$ cat src/rtl/uart_reg_bridge_pkg.sv
// Command characters, reserved addresses and state encodings shared by the
// UART register bridge and its serial engine.
package uart_reg_bridge_pkg;

    localparam logic [7:0] CMD_MARK    = 8'h6D;
    localparam logic [7:0] CMD_WRITE   = 8'h77;
    localparam logic [7:0] CMD_READ    = 8'h72;
    localparam logic [7:0] STATUS_ADDR = 8'hFF;

    typedef enum logic [1:0] {SER_IDLE, SER_START, SER_DATA, SER_STOP} serState_e;
    typedef enum logic [1:0] {PAR_IDLE, PAR_EXEC, PAR_WAIT_TX} parState_e;

    // Returns {isHex, nibble}; both letter cases share the same low-nibble offset.
    function automatic logic [4:0] hexDecode(input logic [7:0] c);
        logic [4:0] r;
        r = 5'b0;
        if (c >= 8'h30 && c <= 8'h39) begin
            r = {1'b1, c[3:0]};
        end else if ((c >= 8'h61 && c <= 8'h66) || (c >= 8'h41 && c <= 8'h46)) begin
            r = {1'b1, c[3:0] + 4'd9};
        end
        return r;
    endfunction

endpackage

$ cat src/rtl/uart_reg_bridge_if.sv
// Byte-level handshake between the serial engine (slave) and the command parser (master).
interface uart_reg_bridge_if;

    logic [7:0] rxByte;
    logic       rxValid;
    logic       rxReady;
    logic [7:0] txByte;
    logic       txValid;
    logic       txReady;
    logic       frameErr;
    logic       overrunErr;

    modport master (
        input  rxByte, rxValid, txReady, frameErr, overrunErr,
        output rxReady, txByte, txValid
    );

    modport slave (
        output rxByte, rxValid, txReady, frameErr, overrunErr,
        input  rxReady, txByte, txValid
    );

endinterface

$ cat src/rtl/uart_reg_bridge_uart.sv
// 8N1 serial engine: free-running 16x baud tick, receiver with a one-byte hold,
// and a transmitter that starts its frame on the first tick after a load.
module uart_8n1 #(
    parameter int BAUD_DIV = 21
) (
    input  logic clk,
    input  logic reset_n,
    input  logic uart_rx,
    output logic uart_tx,
    uart_reg_bridge_if.slave bus
);
    import uart_reg_bridge_pkg::*;

    localparam int CW = (BAUD_DIV > 1) ? $clog2(BAUD_DIV) : 1;

    logic [CW-1:0] baudCnt_q;
    logic          tick;
    logic [1:0]    rxSync_q;
    logic          rxPrev_q, rxIn;
    serState_e     rxState_q, rxState_d, txState_q, txState_d;
    logic [3:0]    rxTicks_q, rxTicks_d, txTicks_q, txTicks_d;
    logic [2:0]    rxBits_q, rxBits_d, txBits_q, txBits_d;
    logic [7:0]    rxShift_q, rxShift_d, hold_q, hold_d, txShift_q, txShift_d;
    logic          holdFull_q, holdFull_d, txPend_q, txPend_d, txLine_q, txLine_d;

    assign tick        = (baudCnt_q == CW'(BAUD_DIV - 1));
    assign rxIn        = rxSync_q[1];
    assign uart_tx     = txLine_q;
    assign bus.rxByte  = hold_q;
    assign bus.rxValid = holdFull_q;
    assign bus.txReady = (txState_q == SER_IDLE) && !txPend_q;

    always_comb begin
        rxState_d      = rxState_q;
        rxTicks_d      = rxTicks_q;
        rxBits_d       = rxBits_q;
        rxShift_d      = rxShift_q;
        hold_d         = hold_q;
        holdFull_d     = holdFull_q && !bus.rxReady;
        bus.frameErr   = 1'b0;
        bus.overrunErr = 1'b0;
        case (rxState_q)
            SER_IDLE: begin
                if (rxPrev_q && !rxIn) begin
                    rxState_d = SER_START;
                    rxTicks_d = '0;
                end
            end
            SER_START: begin
                if (tick) begin
                    rxTicks_d = rxTicks_q + 4'd1;
                    if (rxTicks_q == 4'd7) begin
                        rxTicks_d = '0;
                        rxBits_d  = '0;
                        rxState_d = rxIn ? SER_IDLE : SER_DATA;
                    end
                end
            end
            SER_DATA: begin
                if (tick) begin
                    rxTicks_d = rxTicks_q + 4'd1;
                    if (rxTicks_q == 4'd15) begin
                        rxShift_d = {rxIn, rxShift_q[7:1]};
                        rxBits_d  = rxBits_q + 3'd1;
                        if (rxBits_q == 3'd7) rxState_d = SER_STOP;
                    end
                end
            end
            SER_STOP: begin
                if (tick) begin
                    rxTicks_d = rxTicks_q + 4'd1;
                    if (rxTicks_q == 4'd15) begin
                        rxState_d = SER_IDLE;
                        if (!rxIn) begin
                            bus.frameErr = 1'b1;
                        end else if (holdFull_q) begin
                            bus.overrunErr = 1'b1;
                        end else begin
                            hold_d     = rxShift_q;
                            holdFull_d = 1'b1;
                        end
                    end
                end
            end
            default: rxState_d = SER_IDLE;
        endcase
    end

    // A load only arms the frame; the start bit waits for the next baud tick.
    always_comb begin
        txState_d = txState_q;
        txTicks_d = txTicks_q;
        txBits_d  = txBits_q;
        txShift_d = txShift_q;
        txPend_d  = txPend_q;
        txLine_d  = 1'b1;
        case (txState_q)
            SER_IDLE: begin
                if (bus.txValid && !txPend_q) begin
                    txShift_d = bus.txByte;
                    txPend_d  = 1'b1;
                end else if (txPend_q && tick) begin
                    txPend_d  = 1'b0;
                    txTicks_d = '0;
                    txState_d = SER_START;
                end
            end
            SER_START: begin
                if (tick) begin
                    txTicks_d = txTicks_q + 4'd1;
                    if (txTicks_q == 4'd15) begin
                        txBits_d  = '0;
                        txState_d = SER_DATA;
                    end
                end
            end
            SER_DATA: begin
                if (tick) begin
                    txTicks_d = txTicks_q + 4'd1;
                    if (txTicks_q == 4'd15) begin
                        txShift_d = {1'b1, txShift_q[7:1]};
                        txBits_d  = txBits_q + 3'd1;
                        if (txBits_q == 3'd7) txState_d = SER_STOP;
                    end
                end
            end
            SER_STOP: begin
                if (tick) begin
                    txTicks_d = txTicks_q + 4'd1;
                    if (txTicks_q == 4'd15) txState_d = SER_IDLE;
                end
            end
            default: txState_d = SER_IDLE;
        endcase
        case (txState_d)
            SER_START: txLine_d = 1'b0;
            SER_DATA:  txLine_d = txShift_d[0];
            default:   txLine_d = 1'b1;
        endcase
    end

    always_ff @(posedge clk or negedge reset_n) begin
        if (!reset_n) begin
            baudCnt_q  <= '0;
            rxSync_q   <= 2'b11;
            rxPrev_q   <= 1'b1;
            rxState_q  <= SER_IDLE;
            rxTicks_q  <= '0;
            rxBits_q   <= '0;
            rxShift_q  <= '0;
            hold_q     <= '0;
            holdFull_q <= 1'b0;
            txState_q  <= SER_IDLE;
            txTicks_q  <= '0;
            txBits_q   <= '0;
            txShift_q  <= '0;
            txPend_q   <= 1'b0;
            txLine_q   <= 1'b1;
        end else begin
            baudCnt_q  <= tick ? '0 : baudCnt_q + CW'(1);
            rxSync_q   <= {rxSync_q[0], uart_rx};
            rxPrev_q   <= rxIn;
            rxState_q  <= rxState_d;
            rxTicks_q  <= rxTicks_d;
            rxBits_q   <= rxBits_d;
            rxShift_q  <= rxShift_d;
            hold_q     <= hold_d;
            holdFull_q <= holdFull_d;
            txState_q  <= txState_d;
            txTicks_q  <= txTicks_d;
            txBits_q   <= txBits_d;
            txShift_q  <= txShift_d;
            txPend_q   <= txPend_d;
            txLine_q   <= txLine_d;
        end
    end

endmodule

$ cat src/rtl/uart_reg_bridge.sv
// ASCII command parser and register file driven over an 8N1 serial link:
// hex digits build acc, 'm' sets addr, 'w' writes a port, 'r' reads one back.
module uart_reg_bridge #(
    parameter int                   N_PORTS   = 48,
    parameter int                   BAUD_DIV  = 21,
    parameter logic [8*N_PORTS-1:0] RESET_VAL = '0,
    parameter int                   AUTO_INC  = 1
) (
    input  logic                   clk,
    input  logic                   reset_n,
    input  logic                   uart_rx,
    output logic                   uart_tx,
    output logic [8*N_PORTS-1:0]   out_ports,
    output logic [N_PORTS-1:0]     out_stb,
    input  logic [8*N_PORTS-1:0]   in_ports,
    output logic [N_PORTS-1:0]     rd_stb
);
    import uart_reg_bridge_pkg::*;

    uart_reg_bridge_if bus ();

    parState_e            parState_q, parState_d;
    logic [7:0]           cmd_q, cmd_d, acc_q, acc_d, addr_q, addr_d;
    logic [8*N_PORTS-1:0] ports_q, ports_d;
    logic [N_PORTS-1:0]   outStb_q, outStb_d, rdStb_q, rdStb_d;
    logic [1:0]           status_q, status_d, statusPend_q, statusPend_d, errs;
    logic                 statusClr;
    logic [4:0]           nib;

    uart_8n1 #(.BAUD_DIV(BAUD_DIV)) u_uart (
        .clk     (clk),
        .reset_n (reset_n),
        .uart_rx (uart_rx),
        .uart_tx (uart_tx),
        .bus     (bus)
    );

    assign nib       = hexDecode(cmd_q);
    assign out_ports = ports_q;
    assign out_stb   = outStb_q;
    assign rd_stb    = rdStb_q;

    // A read stalls in the hold until the transmitter can accept its byte.
    always_comb begin
        parState_d  = parState_q;
        cmd_d       = cmd_q;
        acc_d       = acc_q;
        addr_d      = addr_q;
        ports_d     = ports_q;
        outStb_d    = '0;
        rdStb_d     = '0;
        statusClr   = 1'b0;
        bus.rxReady = 1'b0;
        bus.txValid = 1'b0;
        bus.txByte  = 8'hFF;
        case (parState_q)
            PAR_IDLE: begin
                if (bus.rxValid) begin
                    if (bus.rxByte == CMD_READ && !bus.txReady) begin
                        parState_d = PAR_WAIT_TX;
                    end else begin
                        bus.rxReady = 1'b1;
                        cmd_d       = bus.rxByte;
                        parState_d  = PAR_EXEC;
                    end
                end
            end
            PAR_WAIT_TX: begin
                if (bus.txReady) begin
                    bus.rxReady = 1'b1;
                    cmd_d       = bus.rxByte;
                    parState_d  = PAR_EXEC;
                end
            end
            PAR_EXEC: begin
                parState_d = PAR_IDLE;
                if (nib[4]) begin
                    acc_d = {acc_q[3:0], nib[3:0]};
                end else if (cmd_q == CMD_MARK) begin
                    addr_d = acc_q;
                end else if (cmd_q == CMD_WRITE) begin
                    for (int k = 0; k < N_PORTS; k++) begin
                        if (addr_q == 8'(k)) begin
                            ports_d[8*k +: 8] = acc_q;
                            outStb_d[k]       = 1'b1;
                        end
                    end
                    if (AUTO_INC != 0) addr_d = addr_q + 8'd1;
                end else if (cmd_q == CMD_READ) begin
                    bus.txValid = 1'b1;
                    if (addr_q == STATUS_ADDR) begin
                        bus.txByte = {6'b0, status_q};
                        statusClr  = 1'b1;
                    end
                    for (int k = 0; k < N_PORTS; k++) begin
                        if (addr_q == 8'(k)) begin
                            bus.txByte = in_ports[8*k +: 8];
                            rdStb_d[k] = 1'b1;
                        end
                    end
                    if (AUTO_INC != 0) addr_d = addr_q + 8'd1;
                end
            end
            default: parState_d = PAR_IDLE;
        endcase
    end

    // An error arriving with a status read is deferred one clk so the clear wins.
    always_comb begin
        errs = {bus.overrunErr, bus.frameErr};
        if (statusClr) begin
            status_d     = '0;
            statusPend_d = errs;
        end else begin
            status_d     = status_q | statusPend_q | errs;
            statusPend_d = '0;
        end
    end

    always_ff @(posedge clk or negedge reset_n) begin
        if (!reset_n) begin
            parState_q   <= PAR_IDLE;
            cmd_q        <= '0;
            acc_q        <= '0;
            addr_q       <= '0;
            ports_q      <= RESET_VAL;
            outStb_q     <= '0;
            rdStb_q      <= '0;
            status_q     <= '0;
            statusPend_q <= '0;
        end else begin
            parState_q   <= parState_d;
            cmd_q        <= cmd_d;
            acc_q        <= acc_d;
            addr_q       <= addr_d;
            ports_q      <= ports_d;
            outStb_q     <= outStb_d;
            rdStb_q      <= rdStb_d;
            status_q     <= status_d;
            statusPend_q <= statusPend_d;
        end
    end

endmodule

$ cat config.mk
export PLATFORM = sky130hd
export DESIGN_NAME = uart_reg_bridge
export DESIGN_NICKNAME = d
export VERILOG_FILES = /design/src/rtl/uart_reg_bridge_pkg.sv /design/src/rtl/uart_reg_bridge_if.sv /design/src/rtl/uart_reg_bridge_uart.sv /design/src/rtl/uart_reg_bridge.sv
export SDC_FILE = /design/constraint.sdc
export NUM_CORES = 1
export LEC_CHECK = 0
export ABC_AREA = 1
export BUFFER_PORTS_ARGS = -buffer_cell sky130_fd_sc_hd__buf_2
export CAP_MARGIN = 5
export CORE_AREA = 2 2 335 337
export CTS_BUF_LIST = sky130_fd_sc_hd__clkbuf_8
export DETAILED_ROUTE_END_ITERATION = 7
export DIE_AREA = 0 0 337 339
export PLACE_DENSITY = 0.41
export SLEW_MARGIN = 40
export SYNTH_ARGS = -nofsm -noshare
export SYNTH_HDL_FRONTEND = slang
export SYNTH_SLANG_ARGS = --single-unit
$ cat constraint.sdc
create_clock -name clk -period 10.4 [get_ports clk]
set_clock_uncertainty 0.1 [all_clocks]
set_input_delay 2.6 -clock clk [delete_from_list [all_inputs] [get_ports clk]]
set_output_delay 2.6 -clock clk [all_outputs]
set_load 0.02 [all_outputs]
# == After elaboration in Yosys (flattened, before gate mapping) ==
# Cells that the tools add are included.
# totals
ff_bits,563
inputBits,387
out_inout_bits,481
# classes
addsub,7
eq_ne,88
bitwise,5
n_reduce_logical,87
mux,202
magnitude_cmp,6
# op_table
cell,count
$mux W8,63
$mux W48,9
$reduce_and A5 Y1,51
$eq A8 B5 Y1 const B,16
$eq A8 B6 Y1 const B,16
$mux W1,78
$eq A8 B4 Y1 const B,8
$mux W2,23
$eq A8 B3 Y1 const B,4
$eq A8 B7 Y1 const B,4
$pmux W8 S2,2
$ne A2 B1 Y1 const B,15
$mux W4,7
$mux W3,8
$eq A8 B2 Y1 const B,2
$ge A8 B7 Y1 const B,2
$le A8 B7 Y1 const B,2
$pmux W2 S4,2
$mux W5,3
$eq A2 B2 Y1 const B,6
$pmux W3 S2,2
$pmux W4 S3,1
$reduce_and A3 Y1,4
$ne A2 B2 Y1 const B,5
31 further kinds,62

# == Depth between registers and ports, before layout ==
# Gate-level depths: netlist of the first run.
# logic_depth
word_depth,58
mapped_depth,60

# == Modules after synthesis ==
# A second synthesis of the first run with hierarchy kept.
# hier_totals
hier_cells,3202
area_unflattened_um2,25687.1
# by_module_without_submodules
module,area_each_um2,cells_per_inst,seq_area_each_um2,n_inst
uart_reg_bridge,23159.7,2925,12762.2,1
uart_8n1,2527.4,277,1331.3,1

# == Least setup slack after synthesis of the first run ==
# OpenSTA, ideal clock, no wires.
# synth_timing
path_kind,input port to flip-flop
start,input in_ports[2]
end,register u_uart.txShift_q[2]
stages,56
t_arrival_ns,5.080
setup_time_ns,0.117
path_buffers,0
setup_slack_ns,5.103
path_cell_list,inv_1 > nor2_1 > nor2_1 > o21ai_1 > nand2_1 > nand2_1 > o21ai_1 > nand2_1 > nand2_1 > nand2_1 > nand2_1 > nand2_1 > nand2_1 > nand2_1 > nand2_1 > nand2_1 > nand2_1 > nand2_1 > [20 not listed] > nand2_1 > nand2_1 > nand2_1 > nand2_1 > nand2_1 > nand2_1 > nand2_1 > nand2_1 > nand2_1 > nand2_1 > nand2_1 > nand2_1 > nand2_1 > nand2_1 > nand2_1 > nand2_1 > nand2_1 > nand2_1
# synth_via
elab_chain_cells,55
# synth_rtl
element,line_no,rtl
from (decl),uart_reg_bridge.sv:15,"input logic [8*N_PORTS-1:0] in_ports,"
$mux W8 (48 in series),uart_reg_bridge.sv:96,if (addr_q == 8'(k)) begin
$mux W8,uart_reg_bridge.sv:89,end else if (cmd_q == CMD_READ) begin
$mux W8,uart_reg_bridge.sv:81,end else if (cmd_q == CMD_WRITE) begin
$mux W8,uart_reg_bridge.sv:79,end else if (cmd_q == CMD_MARK) begin
$mux W8,uart_reg_bridge.sv:77,if (nib[4]) begin
$mux W8,uart_reg_bridge.sv:56,case (parState_q)
$mux W8,uart_reg_bridge_uart.sv:99,if (bus.txValid && !txPend_q) begin
$pmux W8 S2,uart_reg_bridge_uart.sv:97,case (txState_q)
to (signal assigned),uart_reg_bridge_uart.sv:172,txShift_q <= txShift_d;
to (decl),uart_reg_bridge_uart.sv:23,"logic [7:0] rxShift_q, rxShift_d, hold_q, hold_d, txShift_q, txShift_d;"
# No other way between the ends. The select of a mux whose other input is x is not followed.
# A chain may end at the register's enable or synchronous reset.

# == Worst setup path after layout of the first run ==
# layout_timing
start,input in_ports[15]
end,register u_uart.txShift_q[7]
# layout_via
elab_chain_cells,54
# layout_rtl
element,line_no
$mux W8 (47 in series),uart_reg_bridge.sv:96
$mux W8,uart_reg_bridge.sv:89
$mux W8,uart_reg_bridge.sv:81
$mux W8,uart_reg_bridge.sv:79
$mux W8,uart_reg_bridge.sv:77
$mux W8,uart_reg_bridge.sv:56
$mux W8,uart_reg_bridge_uart.sv:99
$pmux W8 S2,uart_reg_bridge_uart.sv:97
# No other way between the ends. The select of a mux whose other input is x is not followed.

==> results of run 1 <==
[kinds of logic (layout without fill, tap and decap cells)]
| logic type | count (synthesis) | count (layout) | synth area share, % |
|---|---|---|---|
| AO/OA/AOI/OAI | 657 | 657 | 13.2 |
| XOR/XNOR | 7 | 7 | 0.240 |
| adder cells (fa/ha/maj) | 16 | 16 | 0.784 |
| buffers and inverters | 537 | 1491 | 7.98 |
| flip-flops | 563 | 563 | 55.2 |
| multiplexers | 1 | 1 | 0.0441 |
| other | 0 | 49 | 0 |
| AND/OR/NAND/NOR | 1453 | 1453 | 22.5 |
[worst paths after layout]
| check | start | end | depth (start not counted) |
|---|---|---|---|
| min in group asynchronous | reset_n | out_ports[297]$_DFFE_PN0P_ | 1 |
| worst min-delay path | u_uart.rxSync_q[0]$_DFF_PN1_ | u_uart.rxSync_q[1]$_DFF_PN1_ | 0 |
| worst min register to register | u_uart.rxSync_q[0]$_DFF_PN1_ | u_uart.rxSync_q[1]$_DFF_PN1_ | 0 |
| max in group asynchronous | reset_n | out_ports[369]$_DFFE_PN0P_ | 4 |
| worst max register to register | addr_q[0]$_DFFE_PN0P_ | u_uart.uart_tx$_DFF_PN1_ | 56 |
| worst max-delay path | in_ports[15] | u_uart.txShift_q[7]$_DFFE_PN0P_ | 55 |
[worst register-to-register path, delay by kind of cell (launching register included)]
family                     cells  cell delay [ns]
adders and majority gates      1             0.20
buffers and inverters          2             0.53
and+or+nand+nor               53             4.65
DFF                            1             0.43
[per-stage QoR]
| stage | power [mW] | utilization (%) |
|---|---|---|
| floorplan | 2.32 | - |
| global placement | 2.49 | 28.4 |
| detailed placement | 2.49 | 28.5 |
| CTS | 5.02 | 30.7 |
| global route | 5.13 | 30.8 |
| finish | 4.93 | 30.9 |
[flip-flops by register name, indices dropped and copies added, names as in the netlist, 2 cells and up, named ones only]
signal / count
rd_stb: 48
u_uart.rxBits_q: 3
cmd_q: 8
statusPend_q: 2
out_stb: 48
u_uart.rxShift_q: 8
acc_q: 8
parState_q: 2
out_ports: 384
u_uart.bus.rxByte: 8
u_uart.txBits_q: 3
u_uart.txState_q: 2
u_uart.baudCnt_q: 5
u_uart.rxSync_q: 2
u_uart.rxTicks_q: 4
addr_q: 8
status_q: 2
u_uart.txShift_q: 8
u_uart.txTicks_q: 4
[layer usage]
| layer | GRT usage (%) | vias up | routed length, microns |
|---|---|---|---|
| li1 | - | 11900 | - |
| met1 | 30.0 | 12100 | 57300 |
| met2 | 37.3 | 976 | 64000 |
| met3 | 6.32 | 262 | 11000 |
| met4 | 9.54 | 42 | 4780 |
| met5 | 0 | - | 263 |
[final cells by class]
cell class / instances / area share (%)
flip-flops and latches: 563 / 41.4
multi-input cells: 2134 / 27.7
repair buffers: 892 / 13.5
clock buffers: 139 / 5.62
well taps: 1488 / 5.47
inverters: 399 / 4.42
clock inverters: 61 / 1.51
diodes: 49 / 0.360
[Yosys cell counts, types with 2 or more instances]
cell      number
a21oi_1       61
a22o_1         2
a22oi_1        2
a32o_1         2
buf_2          5
clkbuf_1     131
clkinv_1       5
dfrtp_1      559
dfstp_2        4
ha_1          16
inv_1        381
inv_2         12
nand2_1     1053
nand2_2        4
nand3_1       36
nand3b_1       8
nand4_1        8
nor2_1       278
nor2_2         6
nor2_4         6
nor3_1        13
nor4_1         4
o211ai_1       4
o21ai_0      552
o21ai_1       14
o22ai_1       10
or2_0          3
or2_2         31
xor2_1         6
[power breakdown]
part	internal [mW]	switching [mW]	leakage, nW	total [mW]
logic	0.0873	0.153	8.92	0.240
registers	2.20	0.00939	7.80	2.21
clock network	1.40	1.08	1.35	2.48
==> results.tsv, run 1 <==
metric	value	unit
grt_start_max_net_pins	92	
clk_latency	0.76	ns
io_buffers	867	
grt_overflow	0	
first_global_vias	24400	
grt_use_total	23.5	%
crit_type	input port to flop	
syn_avg_cell_area	7.89	sq um
cts_setup_buffers	0	
cp-start-kind	input port	
routed_wl	137000	microns
synth_area	25500	sq um
period_needed	6.50	ns
period_share	62.5	%
rsz0062_at_grt	false	
final_cell_count_no_fill	5725	
nets	4501	
status	finished, final reports clean	
worstMarginPinSlew	0.920	ns
final_common_cell	nand2_1	
maxSlewViolCount	0	
yosys_warnings	0	
synth.top_cell.area_share	54.8	%
tns	0	ns
hold_ws	0.268	ns
fin_ws	3.90	ns
synth-seq-cells	563	
avgViaCountPerCell	4.42	
cap_violations	0	
multi_input_area	9430	sq um
synth_fp_nets	3637	
drt-initial-drc-count	2087	
cts_root_buf	clkbuf_8	
yosysUniqueCellTypes	47	
drc	0	
regArea	14100	sq um
synthCells	3234	
hold_viol	0	
synthToLayoutAreaGrowth	33.4	%
die_h	339	microns
hpwl	104000	microns
avgRoutedWirePerCell	24.0	microns
tritoncts	yes	
drive_gt1_share	27.4	%
synth_flop_cell	dfrtp_1	
powerDensity	145	nW/um^2
critPathBufInv	2	
die_x	337	microns
rows	122	
fmax	154	MHz
setup_viol	0	
ctsResizeCount	0	
numPlacedInstances	5476	
crit_fanout	1	
initial_core_util	23.1	%
synth_edf_count	0	
leakagePower	18.1	nW
rrSetupSlack	4.39	ns
grt_pass1_wl	190000	microns
die_area	114000	sq um
cts_sinks	563	
core	110000	sq um
yosysSeqAreaShare	55.2	%
arrival	7.08	ns
ant_nets	0	
final_cell_area	34100	sq um
cts_buffers	108	
ir_worst_vdd	0.0989	mV
most-common-layout-cells	nand2_1 (1,053), buf_2 (866), dfrtp_1 (559), o21ai_0 (552), inv_1 (402)	
vias	25300	
dr.pass1.iters	6	
hp-class	flop to flop	
clock_tree.buffer_depth	3	
cpMaxStageDelayCell	a21oi_1	
synth_top_area_cell	dfrtp_1	
hold_buffers	0	
cpMostUsedCell	nand2_1	
grt_antenna_before_repair	77	
async_reset_ff_share	100	%
required	10.98	ns
synth_area_leaders	dfrtp_1 (55%), nand2_1 (15%), o21ai_0 (11%)	
fillers	12400	
htreeDepth	3	
routabilityCongestion	0.920	
slowest_delay	0.24	ns
dp_slack	3.21	ns
slew-limit-headroom	38.3	%
io-pin-count	868	
dpl_cell_area	31500	sq um
crit_family	simple AND/OR/NAND/NOR gates	
endpoint_kind	flop	
clkTransAtPathRegs	0.07	ns
Note: power is estimated with default switching activity, not from simulation.
==> run 2: changes to the inputs <==
clock period = 6.2 ns   (was 10.4 ns; I/O delays follow)
==> results.tsv, run 2 (synthesis results as in run 1) <==
metric	value	unit
status	finished, final reports clean	
period_share	91.2	%
powerDensity	233	nW/um^2
endpoint_kind	flop	
io_buffers	867	
largest_register_ffs	384	
utilization	30.7	%
clkTransAtPathRegs	0.06	ns
slew-limit-headroom	44.4	%
worstMarginPinSlew	0.832	ns
cts_buffers	107	
grt_use_total	23.2	%
htreeDepth	3	
clkPwrFrac	47.7	%
combPwrFrac	5.2	%
clock_tree.buffer_depth	3	
cpMaxStageDelayCell	dfrtp_1	
period_needed	5.65	ns
dpl_cell_area	31500	sq um
core	110000	sq um
cpMostUsedCell	nand2_1	
fillers	12300	
most-common-layout-cells	nand2_1 (1,052), buf_2 (866), dfrtp_1 (559), o21ai_0 (552), inv_1 (412)	
crit_family	simple AND/OR/NAND/NOR gates	
avgRoutedWirePerCell	24.0	microns
die_h	339	microns
crit_fanout	8	
hpwl	104000	microns
clk_latency	0.77	ns
setup_viol	0	
grt_overflow	0	
cap_violations	0	
die_area	114000	sq um
tns	0	ns
crit_type	flop to flop	
hp-class	flop to flop	
critPathBufInv	2	
arrival	6.19	ns
dr.pass1.iters	5	
cts_sinks	563	
synthToLayoutAreaGrowth	32.6	%
initial_core_util	23.1	%
cp-start-kind	flop	
p_sw	2.05	mW
sw_frac_of_total	26.0	%
tritoncts	yes	
final_cell_area	33800	sq um
hold_buffers	0	
final_common_cell	nand2_1	
seq_power_share	47.1	%
drt-initial-drc-count	1855	
slowest_delay	0.41	ns
cts_root_buf	clkbuf_8	
avgViaCountPerCell	4.42	
grt_start_max_net_pins	128	
drive_gt1_share	27.2	%
first_global_vias	24400	
maxSlewViolCount	0	
routed_wl	137000	microns
required	6.74	ns
p_int	5.83	mW
grt_pass1_wl	189000	microns
routabilityCongestion	0.909	
hold_viol	0	
nets	4511	
die_x	337	microns
drc	0	
io-pin-count	868	
grt_antenna_before_repair	54	
vias	25300	
ant_nets	0	
ir_worst_vdd	0.146	mV
fmax	177	MHz
leakagePower	18.0	nW
rows	122	
==> run 2: what timing repair did <==
| item | 4_1_cts | 5_1_grt |
|---|---|---|
| hold endpoints to repair | 0 | 0 |
| setup buffers | 0 | 0 |
| gates resized for setup | 0 | 11 |
| endpoints found under the setup margin | 0 | 5 |
==> run 2: per-stage QoR <==
step	setup WS (ns)	hold WS, ns	instances	power, mW
after floorplan	1.95	0.245	3234	3.90
after global placement	0.195	0.248	5486	4.19
after detailed placement	0.195	0.247	5486	4.18
after CTS	0.415	0.256	5678	8.01
after global routing	-0.0146	0.268	5700	8.21
final	0.547	0.255	5711	7.88
==> run 2: power by group through the flow <==
stage / Sequential [mW] / Clock [mW] / Combinational, mW
2_1_floorplan: 3.77 / 0 / 0.125
3_3_place_gp: 3.78 / 0 / 0.410
3_5_place_dp: 3.78 / 0 / 0.406
4_1_cts: 3.71 / 3.89 / 0.408
5_1_grt: 3.71 / 4.04 / 0.461
6_report: 3.71 / 3.76 / 0.409
==> run 2: cell type report <==
cell class / count / area (sq um) / area share [%]
inverters: 399 / 1500 / 4.44
clock inverters: 65 / 412 / 1.22
flip-flops and latches: 563 / 14100 / 41.6
well taps: 1488 / 1860 / 5.50
diodes: 32 / 80.1 / 0.237
multi-input cells: 2134 / 9450 / 27.9
clock buffers: 127 / 1750 / 5.16
repair buffers: 903 / 4700 / 13.9
==> run 2: worst reg2reg max path, delay by kind of cell, from the launching register on <==
family                     cells  cell delay (ns)
and+or+nand+nor               53             4.24
DFF                            1             0.41
AOI/OAI and AO/OA              3             0.36
buffers and inverters          2             0.23
adders and majority gates      1             0.20
==> run 2: worst paths after layout <==
| path | start | to | slack [ns] | cells after the start |
|---|---|---|---|---|
| hold reg to reg | u_uart.rxSync_q[0]$_DFF_PN1_ | u_uart.rxSync_q[1]$_DFF_PN1_ | 0.26 | 0 |
| max in group asynchronous | reset_n | rd_stb[0]$_DFF_PN0_ | 4.09 | 3 |
| hold / removal | u_uart.rxSync_q[0]$_DFF_PN1_ | u_uart.rxSync_q[1]$_DFF_PN1_ | 0.26 | 0 |
| setup / recovery | addr_q[0]$_DFFE_PN0P_ | u_uart.txShift_q[1]$_DFFE_PN0P_ | 0.55 | 59 |
| setup reg to reg | addr_q[0]$_DFFE_PN0P_ | u_uart.txShift_q[1]$_DFFE_PN0P_ | 0.55 | 59 |
| min in group asynchronous | reset_n | out_ports[302]$_DFFE_PN0P_ | 0.61 | 1 |
==> run 2: layer usage <==
metal / global-route usage (%) / routed length, microns
met1: 30.0 / 57400
met4: 7.45 / 3830
met3: 6.10 / 11200
met5: 0 / 98
met2: 37.7 / 64300
